--- src/rtl/alu_seq_pkg.sv ---
// Shared widths, opcode encodings and FSM state type for the ALU command sequencer.
package alu_seq_pkg;

  localparam int unsigned NIB_W = 4;
  localparam int unsigned RES_W = 8;
  localparam int unsigned OP_W  = 3;

  localparam logic [OP_W-1:0] OP_AND = 3'b000;
  localparam logic [OP_W-1:0] OP_OR  = 3'b001;
  localparam logic [OP_W-1:0] OP_ADD = 3'b010;
  localparam logic [OP_W-1:0] OP_SUB = 3'b011;
  localparam logic [OP_W-1:0] OP_MUL = 3'b100;
  localparam logic [OP_W-1:0] OP_DIV = 3'b101;

  typedef enum logic [1:0] {
    StIdle,
    StIssue,
    StWait,
    StResp
  } state_e;

  // Opcodes 110 and 111 have no ALU meaning.
  function automatic logic op_illegal(input logic [OP_W-1:0] op);
    return op[2] & op[1];
  endfunction

endpackage

--- src/rtl/alu_cmd_sequencer_if.sv ---
// Command and response valid/ready bundle between a host and the ALU command sequencer.
interface alu_cmd_sequencer_if;
  import alu_seq_pkg::*;

  logic             cmd_valid;
  logic             cmd_ready;
  logic [OP_W-1:0]  cmd_op;
  logic [NIB_W-1:0] cmd_a;
  logic [NIB_W-1:0] cmd_b;
  logic             rsp_valid;
  logic             rsp_ready;
  logic [RES_W-1:0] rsp_data;
  logic [OP_W-1:0]  rsp_op;
  logic             rsp_err;

  // Host side: issues commands, consumes responses.
  modport master (
    output cmd_valid, cmd_op, cmd_a, cmd_b, rsp_ready,
    input  cmd_ready, rsp_valid, rsp_data, rsp_op, rsp_err
  );

  // Sequencer side.
  modport slave (
    input  cmd_valid, cmd_op, cmd_a, cmd_b, rsp_ready,
    output cmd_ready, rsp_valid, rsp_data, rsp_op, rsp_err
  );

endinterface

--- src/rtl/alu_seq_fifo.sv ---
// Show-ahead synchronous FIFO holding queued {op,a,b} commands.
module alu_seq_fifo #(
  parameter int unsigned DEPTH = 4,
  parameter int unsigned WIDTH = 11
) (
  input  logic                   clk,
  input  logic                   rst,
  input  logic                   push,
  input  logic [WIDTH-1:0]       wdata,
  input  logic                   pop,
  output logic [WIDTH-1:0]       rdata,
  output logic                   full,
  output logic                   empty,
  output logic [$clog2(DEPTH):0] count
);

  localparam int unsigned PTR_W = $clog2(DEPTH);

  logic [WIDTH-1:0] mem [DEPTH];
  logic [PTR_W-1:0] wptr_q, rptr_q;
  logic [PTR_W:0]   count_q;
  logic             do_push, do_pop;

  assign full    = (count_q == (PTR_W+1)'(DEPTH));
  assign empty   = (count_q == '0);
  assign do_push = push & ~full;
  assign do_pop  = pop & ~empty;
  assign rdata   = mem[rptr_q];
  assign count   = count_q;

  // Storage has no reset: an entry is only read after it has been written.
  always_ff @(posedge clk) begin
    if (do_push) mem[wptr_q] <= wdata;
  end

  // Pointers wrap naturally since DEPTH is a power of two.
  always_ff @(posedge clk or posedge rst) begin
    if (rst) begin
      wptr_q  <= '0;
      rptr_q  <= '0;
      count_q <= '0;
    end else begin
      if (do_push) wptr_q <= wptr_q + PTR_W'(1);
      if (do_pop)  rptr_q <= rptr_q + PTR_W'(1);
      unique case ({do_push, do_pop})
        2'b10:   count_q <= count_q + (PTR_W+1)'(1);
        2'b01:   count_q <= count_q - (PTR_W+1)'(1);
        default: count_q <= count_q;
      endcase
    end
  end

endmodule

--- src/rtl/alu_cmd_sequencer.sv ---
// Queues ALU commands, drives them one at a time onto the ALU pins and returns results in order.
// Optional feature macro: ALU_DIV_GUARD_EN (divide by zero answered locally, never issued).
module alu_cmd_sequencer
  import alu_seq_pkg::*;
#(
  parameter int unsigned DEPTH   = 4,
  parameter int unsigned ALU_LAT = 1
) (
  input  logic                     clk,
  input  logic                     rst,
  alu_cmd_sequencer_if.slave       bus,
  output logic [2*NIB_W-1:0]       alu_ui,
  output logic [OP_W-1:0]          alu_op,
  input  logic [RES_W-1:0]         alu_result,
  output logic                     busy
);

  localparam int unsigned ENT_W = OP_W + 2 * NIB_W;
  localparam int unsigned CNT_W = (ALU_LAT > 1) ? $clog2(ALU_LAT) : 1;

  state_e               state_q;
  logic [ENT_W-1:0]     head;
  logic                 full, empty, pop;
  logic [$clog2(DEPTH):0] fifo_count;
  logic [OP_W-1:0]      head_op;
  logic [NIB_W-1:0]     head_a, head_b;
  logic                 div0, skip_now;

  logic [OP_W-1:0]      cur_op_q;
  logic                 skip_q;
  logic [RES_W-1:0]     skip_data_q;
  logic [CNT_W-1:0]     wait_cnt_q;
  logic                 rsp_valid_q, rsp_err_q;
  logic [RES_W-1:0]     rsp_data_q;
  logic [OP_W-1:0]      rsp_op_q;
  logic [2*NIB_W-1:0]   alu_ui_q;
  logic [OP_W-1:0]      alu_op_q;

  assign {head_op, head_a, head_b} = head;

`ifdef ALU_DIV_GUARD_EN
  assign div0 = (head_op == OP_DIV) && (head_b == '0);
`else
  assign div0 = 1'b0;
`endif

  // Commands answered without touching the ALU.
  assign skip_now = op_illegal(head_op) | div0;

  // Next command leaves the queue when the FSM is free or its response is being taken.
  assign pop = ~empty & ((state_q == StIdle) | ((state_q == StResp) & bus.rsp_ready));

  alu_seq_fifo #(
    .DEPTH (DEPTH),
    .WIDTH (ENT_W)
  ) u_fifo (
    .clk   (clk),
    .rst   (rst),
    .push  (bus.cmd_valid),
    .wdata ({bus.cmd_op, bus.cmd_a, bus.cmd_b}),
    .pop   (pop),
    .rdata (head),
    .full  (full),
    .empty (empty),
    .count (fifo_count)
  );

  assign bus.cmd_ready = ~full;
  assign bus.rsp_valid = rsp_valid_q;
  assign bus.rsp_data  = rsp_data_q;
  assign bus.rsp_op    = rsp_op_q;
  assign bus.rsp_err   = rsp_err_q;
  assign alu_ui        = alu_ui_q;
  assign alu_op        = alu_op_q;
  assign busy          = (state_q != StIdle) | (fifo_count != '0);

  // Sequencer FSM with registered ALU pins and response outputs.
  always_ff @(posedge clk or posedge rst) begin
    if (rst) begin
      state_q     <= StIdle;
      cur_op_q    <= '0;
      skip_q      <= 1'b0;
      skip_data_q <= '0;
      wait_cnt_q  <= '0;
      rsp_valid_q <= 1'b0;
      rsp_data_q  <= '0;
      rsp_op_q    <= '0;
      rsp_err_q   <= 1'b0;
      alu_ui_q    <= '0;
      alu_op_q    <= '0;
    end else begin
      unique case (state_q)
        StIdle: begin
          if (pop) state_q <= StIssue;
        end
        StIssue: begin
          if (skip_q) begin
            rsp_valid_q <= 1'b1;
            rsp_data_q  <= skip_data_q;
            rsp_op_q    <= cur_op_q;
            rsp_err_q   <= 1'b1;
            state_q     <= StResp;
          end else begin
            wait_cnt_q <= CNT_W'(ALU_LAT - 1);
            state_q    <= StWait;
          end
        end
        StWait: begin
          if (wait_cnt_q == '0) begin
            rsp_valid_q <= 1'b1;
            rsp_data_q  <= alu_result;
            rsp_op_q    <= cur_op_q;
            rsp_err_q   <= 1'b0;
            state_q     <= StResp;
          end else begin
            wait_cnt_q <= wait_cnt_q - CNT_W'(1);
          end
        end
        StResp: begin
          if (bus.rsp_ready) begin
            rsp_valid_q <= 1'b0;
            state_q     <= pop ? StIssue : StIdle;
          end
        end
        default: state_q <= StIdle;
      endcase

      // Capture the popped command; skipped commands leave the ALU pins untouched.
      if (pop) begin
        cur_op_q    <= head_op;
        skip_q      <= skip_now;
        skip_data_q <= div0 ? {RES_W{1'b1}} : '0;
        if (!skip_now) begin
          alu_ui_q <= {head_a, head_b};
          alu_op_q <= head_op;
        end
      end
    end
  end

endmodule

--- src/flat_wrapper.sv ---
// flat-port wrapper written by rule: the top's interface ports become plain ports
module alu_cmd_sequencer_flat import alu_seq_pkg::*;
#(
  parameter int unsigned DEPTH   = 4,
  parameter int unsigned ALU_LAT = 1
)
  (clk, rst, alu_ui, alu_op, alu_result, busy, bus_cmd_valid, bus_cmd_op, bus_cmd_a, bus_cmd_b, bus_rsp_ready, bus_cmd_ready, bus_rsp_valid, bus_rsp_data, bus_rsp_op, bus_rsp_err);
  alu_cmd_sequencer_if bus_i ();
  input  logic clk;
  input  logic rst;
  output logic [2*NIB_W-1:0] alu_ui;
  output logic [OP_W-1:0] alu_op;
  input  logic [RES_W-1:0] alu_result;
  output logic busy;
  input wire logic [$bits(bus_i.cmd_valid)-1:0] bus_cmd_valid;
  input wire logic [$bits(bus_i.cmd_op)-1:0] bus_cmd_op;
  input wire logic [$bits(bus_i.cmd_a)-1:0] bus_cmd_a;
  input wire logic [$bits(bus_i.cmd_b)-1:0] bus_cmd_b;
  input wire logic [$bits(bus_i.rsp_ready)-1:0] bus_rsp_ready;
  output wire logic [$bits(bus_i.cmd_ready)-1:0] bus_cmd_ready;
  output wire logic [$bits(bus_i.rsp_valid)-1:0] bus_rsp_valid;
  output wire logic [$bits(bus_i.rsp_data)-1:0] bus_rsp_data;
  output wire logic [$bits(bus_i.rsp_op)-1:0] bus_rsp_op;
  output wire logic [$bits(bus_i.rsp_err)-1:0] bus_rsp_err;
  assign bus_i.cmd_valid = bus_cmd_valid;
  assign bus_i.cmd_op = bus_cmd_op;
  assign bus_i.cmd_a = bus_cmd_a;
  assign bus_i.cmd_b = bus_cmd_b;
  assign bus_i.rsp_ready = bus_rsp_ready;
  assign bus_cmd_ready = bus_i.cmd_ready;
  assign bus_rsp_valid = bus_i.rsp_valid;
  assign bus_rsp_data = bus_i.rsp_data;
  assign bus_rsp_op = bus_i.rsp_op;
  assign bus_rsp_err = bus_i.rsp_err;
  alu_cmd_sequencer #(.DEPTH(DEPTH), .ALU_LAT(ALU_LAT)) u_core (.clk(clk), .rst(rst), .bus(bus_i), .alu_ui(alu_ui), .alu_op(alu_op), .alu_result(alu_result), .busy(busy));
endmodule
--- config.mk ---
export PLATFORM = sky130hd
export DESIGN_NAME = alu_cmd_sequencer_flat
export DESIGN_NICKNAME = d
export VERILOG_FILES = /design/src/rtl/alu_seq_pkg.sv /design/src/rtl/alu_cmd_sequencer_if.sv /design/src/rtl/alu_seq_fifo.sv /design/src/rtl/alu_cmd_sequencer.sv /design/src/flat_wrapper.sv
export SDC_FILE = /design/constraint.sdc
export NUM_CORES = 1
export LEC_CHECK = 0
export CORE_ASPECT_RATIO = 1.1
export CORE_MARGIN = 4
export CORE_UTILIZATION = 60
export CTS_BUF_LIST = sky130_fd_sc_hd__clkbuf_2 sky130_fd_sc_hd__clkbuf_4 sky130_fd_sc_hd__clkbuf_8
export DETAILED_ROUTE_END_ITERATION = 8
export PLACE_DENSITY = 0.92
export SYNTH_ARGS = -nofsm -noshare
export SYNTH_HDL_FRONTEND = slang
export SYNTH_SLANG_ARGS = --single-unit
--- constraint.sdc ---
create_clock -name clk -period 4.55 [get_ports clk]
set_clock_uncertainty 0.15 [all_clocks]
set_input_delay 1.365 -clock clk [delete_from_list [all_inputs] [get_ports clk]]
set_output_delay 1.365 -clock clk [all_outputs]
set_load 0.05 [all_outputs]
## Yosys cells after proc, flatten, opt, wreduce, memory -nomap -nowiden

Memory sizes are Yosys's and may differ from the RTL's.
Index checks and enable logic that the tools add are counted.

| cells by class | value |
|---|---|
| $add $sub $neg | 5 |
| multipliers | 0 |
| div/mod/pow operators | 0 |
| order comparisons | 0 |
| equality and inequality tests | 11 |
| shifts and indexed selects | 0 |
| multiplexer cells | 24 |
| bitwise logic cells | 10 |
| reductions and logical operators | 12 |

Operator list:

| cell | number |
|---|---|
| $mux 8 | 2 |
| $pmux 8 s2 | 1 |
| $pmux 3 s2 | 2 |
| $mux 1 | 10 |
| $pmux 2 s4 | 1 |
| $eq 2x2->1 const B | 3 |
| $mux 2 | 3 |
| $mux 3 | 2 |
| $ne 2x2->1 const B | 3 |
| $reduce_and 3->1 | 2 |
| $reduce_bool 2->1 | 3 |
| $reduce_bool 3->1 | 2 |
| $and 1x1->1 | 5 |
| $add 2x1->2 const B | 2 |
| $eq 2x1->1 const B | 2 |
| $ne 2x1->1 const B | 2 |
| $pmux 1 s2 | 2 |
| $reduce_and 2->1 | 2 |
| $reduce_and 4->1 | 1 |
| $add 3x1->3 const B | 1 |
| $eq 3x3->1 const B | 1 |
| $logic_not 3->1 | 1 |
| $not 1->1 | 3 |
| $pmux 1 s3 | 1 |
| other kinds (4) | 5 |

| word-level totals | value |
|---|---|
| register bits | 38 |
| latch bits | 0 |
| memory bits (writable) | 44 |
| bits in read-only memories | 0 |
| output and inout bits | 26 |
| logic and storage cells | 76 |
| memories | 1 |

Memories:

| memory | depth | bits a word | read ports | clocked after Yosys merged registers in | write ports | RTL line | text |
|---|---|---|---|---|---|---|---|
| u_core.u_fifo.mem | 4 | 11 | 1 | 0 | 1 | alu_seq_fifo.sv:19 | `logic [WIDTH-1:0] mem [DEPTH];` |

## Logic depth before layout (Yosys ltp)

Gate-level depths: netlist of the first run.

| depth | value |
|---|---|
| word-level depth | 7 |
| gate-level depth with buffers | 10 |
| gate-level depth less buffers | 10 |

## Modules after synthesis

A second synthesis of the first run with hierarchy kept.

| second synthesis, totals | value |
|---|---|
| cell total of the unflattened synthesis | 187 |
| area total of the unflattened synthesis | 3374.5 µm² |

Modules (own cells, without submodules):

| module | times used | cells each | area each (µm²) |
|---|---|---|---|
| alu_seq_fifo | 1 | 95 | 2035.7 |
| alu_cmd_sequencer | 1 | 92 | 1338.8 |

## Least setup slack after synthesis of the first run

Ideal clock, no wire load.

| timing | value |
|---|---|
| path kind | input port to flip-flop |
| from | in bus_rsp_ready |
| to | reg u_core.u_fifo.count_q[2], in the netlist u_core.u_fifo.count[2] |
| library setup time | 79 ps |
| data arrival time | 2840 ps |
| setup slack | 1481 ps |
| cell stages on the path | 8 |
| path through | a21oi_1 > nor2_1 > ha_1 > inv_1 > fa_1 > xor2_1 > nor2_1 > xor2_1 |

| on the way | value |
|---|---|
| word-level cells in the longest chain between the ends | 6 |
| elaborated cells on any way between the ends | 8 |
| those cells by class | 2 x eq/ne; 1 x mux; 4 x bitwise; 1 x reduce/logical |

Ends and longest elaborated chain:

| element | RTL line | text |
|---|---|---|
| start, declared | flat_wrapper.sv:19 | `input wire logic [$bits(bus_i.rsp_ready)-1:0] bus_rsp_ready;` |
| $and 1x1->1 (*) | alu_cmd_sequencer.sv:51 | `assign pop = ~empty & ((state_q == StIdle) \| ((state_q == StResp) & bus.rsp_ready));` |
| $or 1x1->1 (*) | alu_cmd_sequencer.sv:51 |  |
| $and 1x1->1 (*) | alu_cmd_sequencer.sv:51 |  |
| net u_core.pop | alu_cmd_sequencer.sv:23 | `logic full, empty, pop;` |
| $and 1x1->1 (*) | alu_seq_fifo.sv:27 | `assign do_pop = pop & ~empty;` |
| $eq 2x1->1 or $eq 2x2->1 (tied branches) | alu_seq_fifo.sv:45 | `unique case ({do_push, do_pop})` |
| $pmux 3 s2 or $reduce_bool 2->1 (tied branches) | - |  |
| end signal, assigned | alu_seq_fifo.sv:46 | `2'b10: count_q <= count_q + (PTR_W+1)'(1);` |
| end signal, assigned | alu_seq_fifo.sv:47 | `2'b01: count_q <= count_q - (PTR_W+1)'(1);` |
| end signal, assigned | alu_seq_fifo.sv:48 | `default: count_q <= count_q;` |
| end, declared | alu_seq_fifo.sv:21 | `logic [PTR_W:0] count_q;` |

Mark *: on every way through the listed nets, which the timed path passes. The rest lies on a longest branch.
A chain may end at the register's enable or synchronous reset.

## Worst setup path in the final report of the first run

Same ends and word-level chain as after synthesis.

==> summary.md, run 1 <==
| Metric | Value |
|---|---|
| Status | `finished clean` |
| Post-route setup slack | `1.06 ns` |
| Root Driver | `clkbuf_8` |
| Fin Setup TNS | `0 ns` |
| P&R area growth vs syn | `23.7%` |
| CTS clock-pin slew for the worst setup and hold paths | `0.07 ns` |
| Initial antenna violation count | `0` |
| Grt total ovfl | `0` |
| Synth Cell Area | `3240 um2` |
| Vias in the first global route | `1,830` |
| Maximum clock insertion buffer count | `2` |
| Critical path arrival | `3.60 ns` |
| Slew Limit Fails | `0` |
| Yosys top cell by area | `edfxtp_1` |
| Gate Count Post-Synth | `184` |
| Top area cells in the synthesized netlist | `edfxtp_1 (41%), dfrtp_1 (29%), mux4_2 (7.7%)` |
| Final Hold Vio Count | `0` |
| Clock share of power | `0.155` |
| Max Cap Viol | `0` |
| Fmax | `287 MHz` |
| Num rows | `27` |
| Unique masters post-synth | `31` |
| CTS Buf Count | `9` |
| Cell-internal power | `1.86 mW` |
| Leakage | `1.55 nW` |
| WL met3 | `256 um` |
| Sequential Power Share | `0.393` |
| Synthesized Nets | `218` |
| Worst setup SP type | `primary input` |
| H-tree levels | `3` |
| Min cycle time layout | `3.49 ns` |
| Net Sw Frac | `0.392` |
| Synth Area per Inst | `17.6 um2` |
| Antenna cell count | `0` |
| Die Height | `85.0 um` |
| Postcts setup bufs | `0` |
| Critical Path, Cell by Cell | `clkdlybuf4s50_1 -> a21oi_1 -> nor2_1 -> ha_1 -> inv_1 -> fa_1 -> xor2_1 -> nor2_1 -> xor2_1` |
| R2r setup slk | `1.74 ns` |
| GR Util All Layers | `0.189` |
| First-pass DRT Iterations | `4` |
| WL per Instance | `17.8 um` |
| RSZ-0062 raised after global routing | `false` |
| Worst hold path type | `reg -> reg` |
| Post-Place Setup Slack | `0.738 ns` |
| Iter 0 DRT Violations | `90` |
| Largest net degree at the start of global routing | `38` |
| Power Density | `765 nW/um2` |
| Post-cts resize count | `0` |
| Setup violators final | `0` |
| Metal2 WL | `3.02 mm` |
| DR vias | `1,731` |
| Final Cycle Share | `0.767` |
| Layout cells sized above 1 | `0.202` |
| Die width | `78.0 um` |
| Worst skew pair latency | `0.33 ns` |
| CTS tree | `done` |
| Post-synth top area share | `0.408` |
| Slew @ Worst Pin | `0.815 ns` |
| Comb pwr share | `0.452` |
| CP max stage delay | `0.51 ns` |
| Final wirelength | `5.69 mm` |
| PortBufs | `48` |
| CP Max Fanout | `7` |
| RePlAce Congestion | `0.739` |
| Ports | `49` |
| DRC Markers | `0` |
| Die footprint | `6630 um2` |
| CP Capture Type | `register` |
| Worst path slowest cell | `clkdlybuf4s50_1` |
| Seq/Total Area, Yosys | `0.695` |
| Post-synthesis register bit count | `81` |
| Nets | `276` |
| Uppermost layer routed | `met4` |
| Core ar. | `5100 um2` |
| Slew HR | `0.457` |
| Clock sinks | `81` |
| Post-route ant nets | `0` |
| Final HPWL DP | `3.93 mm` |
| Initial core utilization | `0.634` |
| Vias per cell | `5.43` |
| WP data required | `4.66 ns` |
| Peak VDD IR | `0.377 mV` |
| CTS Hold Bufs | `0` |
| First-pass GRT wire length | `9.39 mm` |
| Yosys warns | `0` |
| Switching power | `1.20 mW` |
| Worst Setup Path Type | `in -> reg` |
| Fillcell total | `266` |
| Wl on met1 | `2.34 mm` |
[flip-flops by register name, summed over array words and instances (netlist names)]
signal / flops
u_core.alu_ui: 8
u_core.bus.rsp_data: 8
u_core.cur_op_q: 3
u_core.bus.rsp_op: 3
u_core.bus.rsp_valid: 1
u_core.skip_q: 1
u_core.u_fifo.wptr_q: 2
u_core.u_fifo.rptr_q: 2
u_core.alu_op: 3
u_core.state_q: 2
u_core.bus.rsp_err: 1
u_core.u_fifo.count: 3
u_core.u_fifo.mem: 44
[worst max-delay path, delay by kind of cell]
| kind | cells | cell delay (ns) |
|---|---|---|
| and+or+nand+nor | 2 | 0.52 |
| xor gates and xnor gates | 2 | 0.30 |
| buffers and inverters | 2 | 0.57 |
| adders and majority gates | 2 | 0.65 |
| AOI/OAI and AO/OA | 1 | 0.19 |
[cell families after synthesis]
| kind of cell | synth area share |
|---|---|
| compound gates | 0.0545 |
| xor+xnor | 0.0162 |
| mux | 0.139 |
| buf+inv | 0.0186 |
| fa+ha+maj | 0.0449 |
| flops | 0.695 |
| simple gates | 0.0321 |
[layer usage]
metal  vias to the layer above  GRT usage
met4                         0     0.0668
li1                        807          -
met3                         6     0.0520
met2                        40      0.321
met1                       878      0.234
met5                         -          0
[through the flow]
stage	utilization	cells	cell area, um2	power, mW	hold slack (ns)
detailed placement	0.748	303	3810	2.61	0.338
floorplan	-	184	3240	2.18	0.324
global route	0.784	319	4000	3.24	0.373
CTS	0.784	319	4000	3.09	0.354
finish	0.784	319	4000	3.06	0.348
global placement	0.748	303	3810	2.56	0.328
[power groups by stage]
stage | clock network [mW] | logic [mW] | registers (mW)
2_1_floorplan | 0 | 0.703 | 1.48
3_3_place_gp | 0 | 1.35 | 1.21
3_5_place_dp | 0 | 1.39 | 1.22
4_1_cts | 0.488 | 1.40 | 1.21
5_1_grt | 0.520 | 1.48 | 1.24
6_report | 0.475 | 1.38 | 1.20
[cells in the mapped netlist, drive strengths merged]
cell,n
edfxtp,44
dfrtp,37
mux2,18
inv,12
mux4,11
ha,10
a22o,8
a21oi,4
and3,4
nand2,4
o21ai,4
xor2,4
clkbuf,3
a211oi,2
and2,2
nor2,2
nor3,2
xnor2,2
a2bb2oi,1
buf,1
fa,1
nand2b,1
nor3b,1
o21a,1
o22ai,1
o2bb2ai,1
o31ai,1
or3,1
or3b,1
[cell usage in the layout, fill, tap and decap left out, types with 8 or more instances in the layout]
cell type,Yosys,final
inv_1,12,12
a22o_1,8,8
mux4_2,11,11
clkdlybuf4s50_1,0,48
ha_1,10,10
edfxtp_1,44,44
mux2_2,18,18
clkbuf_8,0,11
dfrtp_1,37,37
[area by class of cell]
cell class	instances	area [um2]	share of cell area
flip-flops and latches	81	2250	0.562
multi-input cells	87	928	0.232
repair buffers	51	503	0.126
clock buffers	12	159	0.0397
well taps	72	90.1	0.0225
inverters	12	45.0	0.0113
clock inverters	4	28.8	0.00719
[worst paths after layout]
check	from	to	cells past startpoint
max	bus_rsp_ready	u_core.u_fifo.count[2]	9
min	u_core.bus.rsp_data[6]	u_core.bus.rsp_data[6]	1
max reg2reg	u_core.u_fifo.rptr_q[0]	u_core.alu_ui[3]	3
min reg2reg	u_core.bus.rsp_data[6]	u_core.bus.rsp_data[6]	1
max in group asynchronous	rst	u_core.bus.rsp_data[6]	3
min in group asynchronous	rst	u_core.bus.rsp_data[4]	3
(Power assumes the default switching activity.)
==> run 2: changes to the inputs <==
--- a/config.mk
+++ b/config.mk
@@ -7,10 +7,10 @@
 export LEC_CHECK = 0
 export CORE_ASPECT_RATIO = 1.1
 export CORE_MARGIN = 4
-export CORE_UTILIZATION = 60
+export CORE_UTILIZATION = 50
 export CTS_BUF_LIST = sky130_fd_sc_hd__clkbuf_2 sky130_fd_sc_hd__clkbuf_4 sky130_fd_sc_hd__clkbuf_8
 export DETAILED_ROUTE_END_ITERATION = 8
-export PLACE_DENSITY = 0.92
+export PLACE_DENSITY = 0.83
 export SYNTH_ARGS = -nofsm -noshare
 export SYNTH_HDL_FRONTEND = slang
 export SYNTH_SLANG_ARGS = --single-unit
==> constraint.sdc (replaced) <==
create_clock -name clk -period 2.9 [get_ports clk]
set_clock_uncertainty 0.15 [all_clocks]
set_input_delay 0.87 -clock clk [delete_from_list [all_inputs] [get_ports clk]]
set_output_delay 0.87 -clock clk [all_outputs]
set_load 0.05 [all_outputs]
==> run 2 against run 1 <==
Compared with the run above: worst hold slack better by 0.0062 ns; final cell count up 5.3%; via count up 2.1%; global-route usage down 2.7 points; power up 65%.
==> summary.md, run 2 (synthesis results as in run 1) <==
| Metric | Value |
|---|---|
| CP Max Fanout | `6 (-1)` |
| Root Driver | `clkbuf_8` |
| Layout cells sized above 1 | `0.234 (+0.0319)` |
| Clock sinks | `81 (unchanged)` |
| Worst hold path type | `reg -> reg` |
| Core ar. | `6230 um2 (+22%)` |
| Setup violators final | `0 (unchanged)` |
| Placed inst area | `3890 um2 (+2.0%)` |
| Largest register FFs | `44 (unchanged)` |
| WL per Instance | `17.1 um (-4.2%)` |
| CTS clock-pin slew for the worst setup and hold paths | `0.08 ns (about the same)` |
| Slew @ Worst Pin | `0.549 ns (-0.265 ns)` |
| Worst skew pair latency | `0.35 ns (+0.02 ns)` |
| Antenna cell count | `0 (unchanged)` |
| Die Height | `92.4 um (+8.6%)` |
| CP max stage delay | `0.49 ns (-0.02 ns)` |
| CP Capture Type | `output port` |
| Fillcell total | `448 (+68%)` |
| CTS Buf Count | `9 (unchanged)` |
| DRC Markers | `0 (unchanged)` |
| Post-route cell area | `4110 um2 (+2.8%)` |
| Worst setup SP type | `register` |
| RSZ-0062 raised after global routing | `false` |
| Die footprint | `7820 um2 (+18%)` |
| Final wirelength | `5.74 mm (+0.90%)` |
| Commonest non-fill, non-tap cell in the layout | `clkdlybuf4s50_1` |
| Peak VDD IR | `0.710 mV (+88%)` |
| Initial core utilization | `0.519 (-0.115)` |
| Power Density | `1230 nW/um2 (+60%)` |
| DR vias | `1,767 (+2.1%)` |
| Status | `finished clean` |
| Post-route ant nets | `0 (unchanged)` |
| Most flops, register | `u_core.u_fifo.mem` |
| Leakage | `1.61 nW (+4.0%)` |
| RePlAce Congestion | `0.745 (+0.78%)` |
| Initial antenna violation count | `0 (unchanged)` |
| Largest net degree at the start of global routing | `38 (unchanged)` |
| Worst Setup Path Type | `reg -> out` |
| Slew Limit Fails | `0 (unchanged)` |
| Num rows | `30 (+11%)` |
| Ports | `49 (unchanged)` |
| Final Cycle Share | `0.943` |
| WP data required | `1.88 ns (-2.78 ns)` |
| Iter 0 DRT Violations | `96 (+6.7%)` |
| H-tree levels | `3 (unchanged)` |
| Worst Hold Depth | `1 (unchanged)` |
| Worst path slowest cell | `or3b_1` |
| First-pass DRT Iterations | `4 (unchanged)` |
| Critical path arrival | `1.71 ns (-1.89 ns)` |
| Post-route setup slack | `0.166 ns (-0.895 ns)` |
| Final Hold Vio Count | `0 (unchanged)` |
| Die width | `84.7 um (+8.6%)` |
| CTS tree | `done` |
| R2R depth | `9 (+6)` |
| GR Util All Layers | `0.162 (-0.0269)` |
| PortBufs | `48 (unchanged)` |
| Min cycle time layout | `2.73 ns` |
| Vias in the first global route | `1,918 (+4.8%)` |
| Critical Path, Cell by Cell | `or3b_1 -> dlygate4sd2_1` |
| Vias per cell | `5.26 (-3.1%)` |
| P&R area growth vs syn | `27.1%` |
| First-pass GRT wire length | `9.54 mm (+1.5%)` |
| Maximum clock insertion buffer count | `2 (unchanged)` |
| Post-Place Setup Slack | `-0.100 ns (-0.838 ns)` |
| Nets | `285 (+3.3%)` |
| Max Cap Viol | `0 (unchanged)` |
| Grt total ovfl | `0 (unchanged)` |
| Final HPWL DP | `3.88 mm (-1.2%)` |
| Most frequent cells in the layout | `clkdlybuf4s50_1 (46), edfxtp_1 (44), dfrtp_1 (37), mux2_2 (18), buf_4 (13)` |
| Fmax | `366 MHz` |
| Slew HR | `0.634 (+0.177)` |
run 2: cell count changes in the layout (fill, tap and decap cells not counted), sizes merged:
| cell | delta |
|---|---|
| clkdlybuf4s50 | -2 |
| clkinv | -1 |
| bufinv | +2 |
| buf | +10 |
| inv | +1 |
| clkbuf | -2 |
| dlygate4sd2 | +1 |
run 2: final cells by class:
| type | instances | area (um2) | share of cell area |
|---|---|---|---|
| clock buffers | 10 | 138 | 0.0335 |
| inverters | 12 | 45.0 | 0.0109 |
| repair buffers | 60 | 567 | 0.138 |
| multi-input cells | 87 | 928 | 0.226 |
| clock inverters | 6 | 88.8 | 0.0216 |
| flip-flops and latches | 81 | 2250 | 0.546 |
| well taps | 80 | 100 | 0.0243 |
run 2: worst max-delay path, delay by kind of cell, from the launching register on:
kind | cells | cell delay [ns]
and+or+nand+nor | 1 | 0.49
buffers and inverters | 1 | 0.47
DFF | 1 | 0.42
run 2: routing by layer:
metal,up-vias,part of all wire,global-route usage,wire length (um)
li1,826,-,-,-
met1,903,0.42,0.199,2420
met2,27,0.53,0.274,3040
met3,11,0.030,0.0409,171
met4,0,0.018,0.0646,104
met5,-,0,0,0
run 2: metrics by stage:
step	power [mW]	util	hold WS [ns]	instances	setup TNS (ns)
after CTS	5.10	0.660	0.357	336	0
final	5.05	0.660	0.354	336	0
after floorplan	3.42	-	0.324	184	0
after detailed placement	4.18	0.624	0.335	320	-0.100
after global routing	5.35	0.660	0.375	336	0
after global placement	4.10	0.624	0.328	320	0
run 2: power breakdown:
| group | switching, mW | internal (mW) |
|---|---|---|
| registers | 0.242 | 1.61 |
| logic | 1.27 | 1.00 |
| clock network | 0.406 | 0.510 |
run 2: path summary, 6_finish.rpt:
path | startpoint | end | slack (ns)
max in group asynchronous | rst | u_core.bus.rsp_data[1] | 1.48
min in group asynchronous | rst | u_core.alu_ui[2] | 0.78
hold / removal | u_core.bus.rsp_data[0] | u_core.bus.rsp_data[0] | 0.35
setup reg to reg | u_core.u_fifo.count[1] | u_core.u_fifo.count[2] | 0.41
hold reg to reg | u_core.bus.rsp_data[0] | u_core.bus.rsp_data[0] | 0.35
setup / recovery | u_core.u_fifo.count[1] | bus_cmd_ready | 0.17
run 2: timing repair:
item | CTS | global route
hold endpoints to repair | 0 | 0
endpoints found under the setup margin | 1 | 0
gates resized for setup | 1 | 0
hold buffers | 0 | 0
setup buffers | 0 | 0
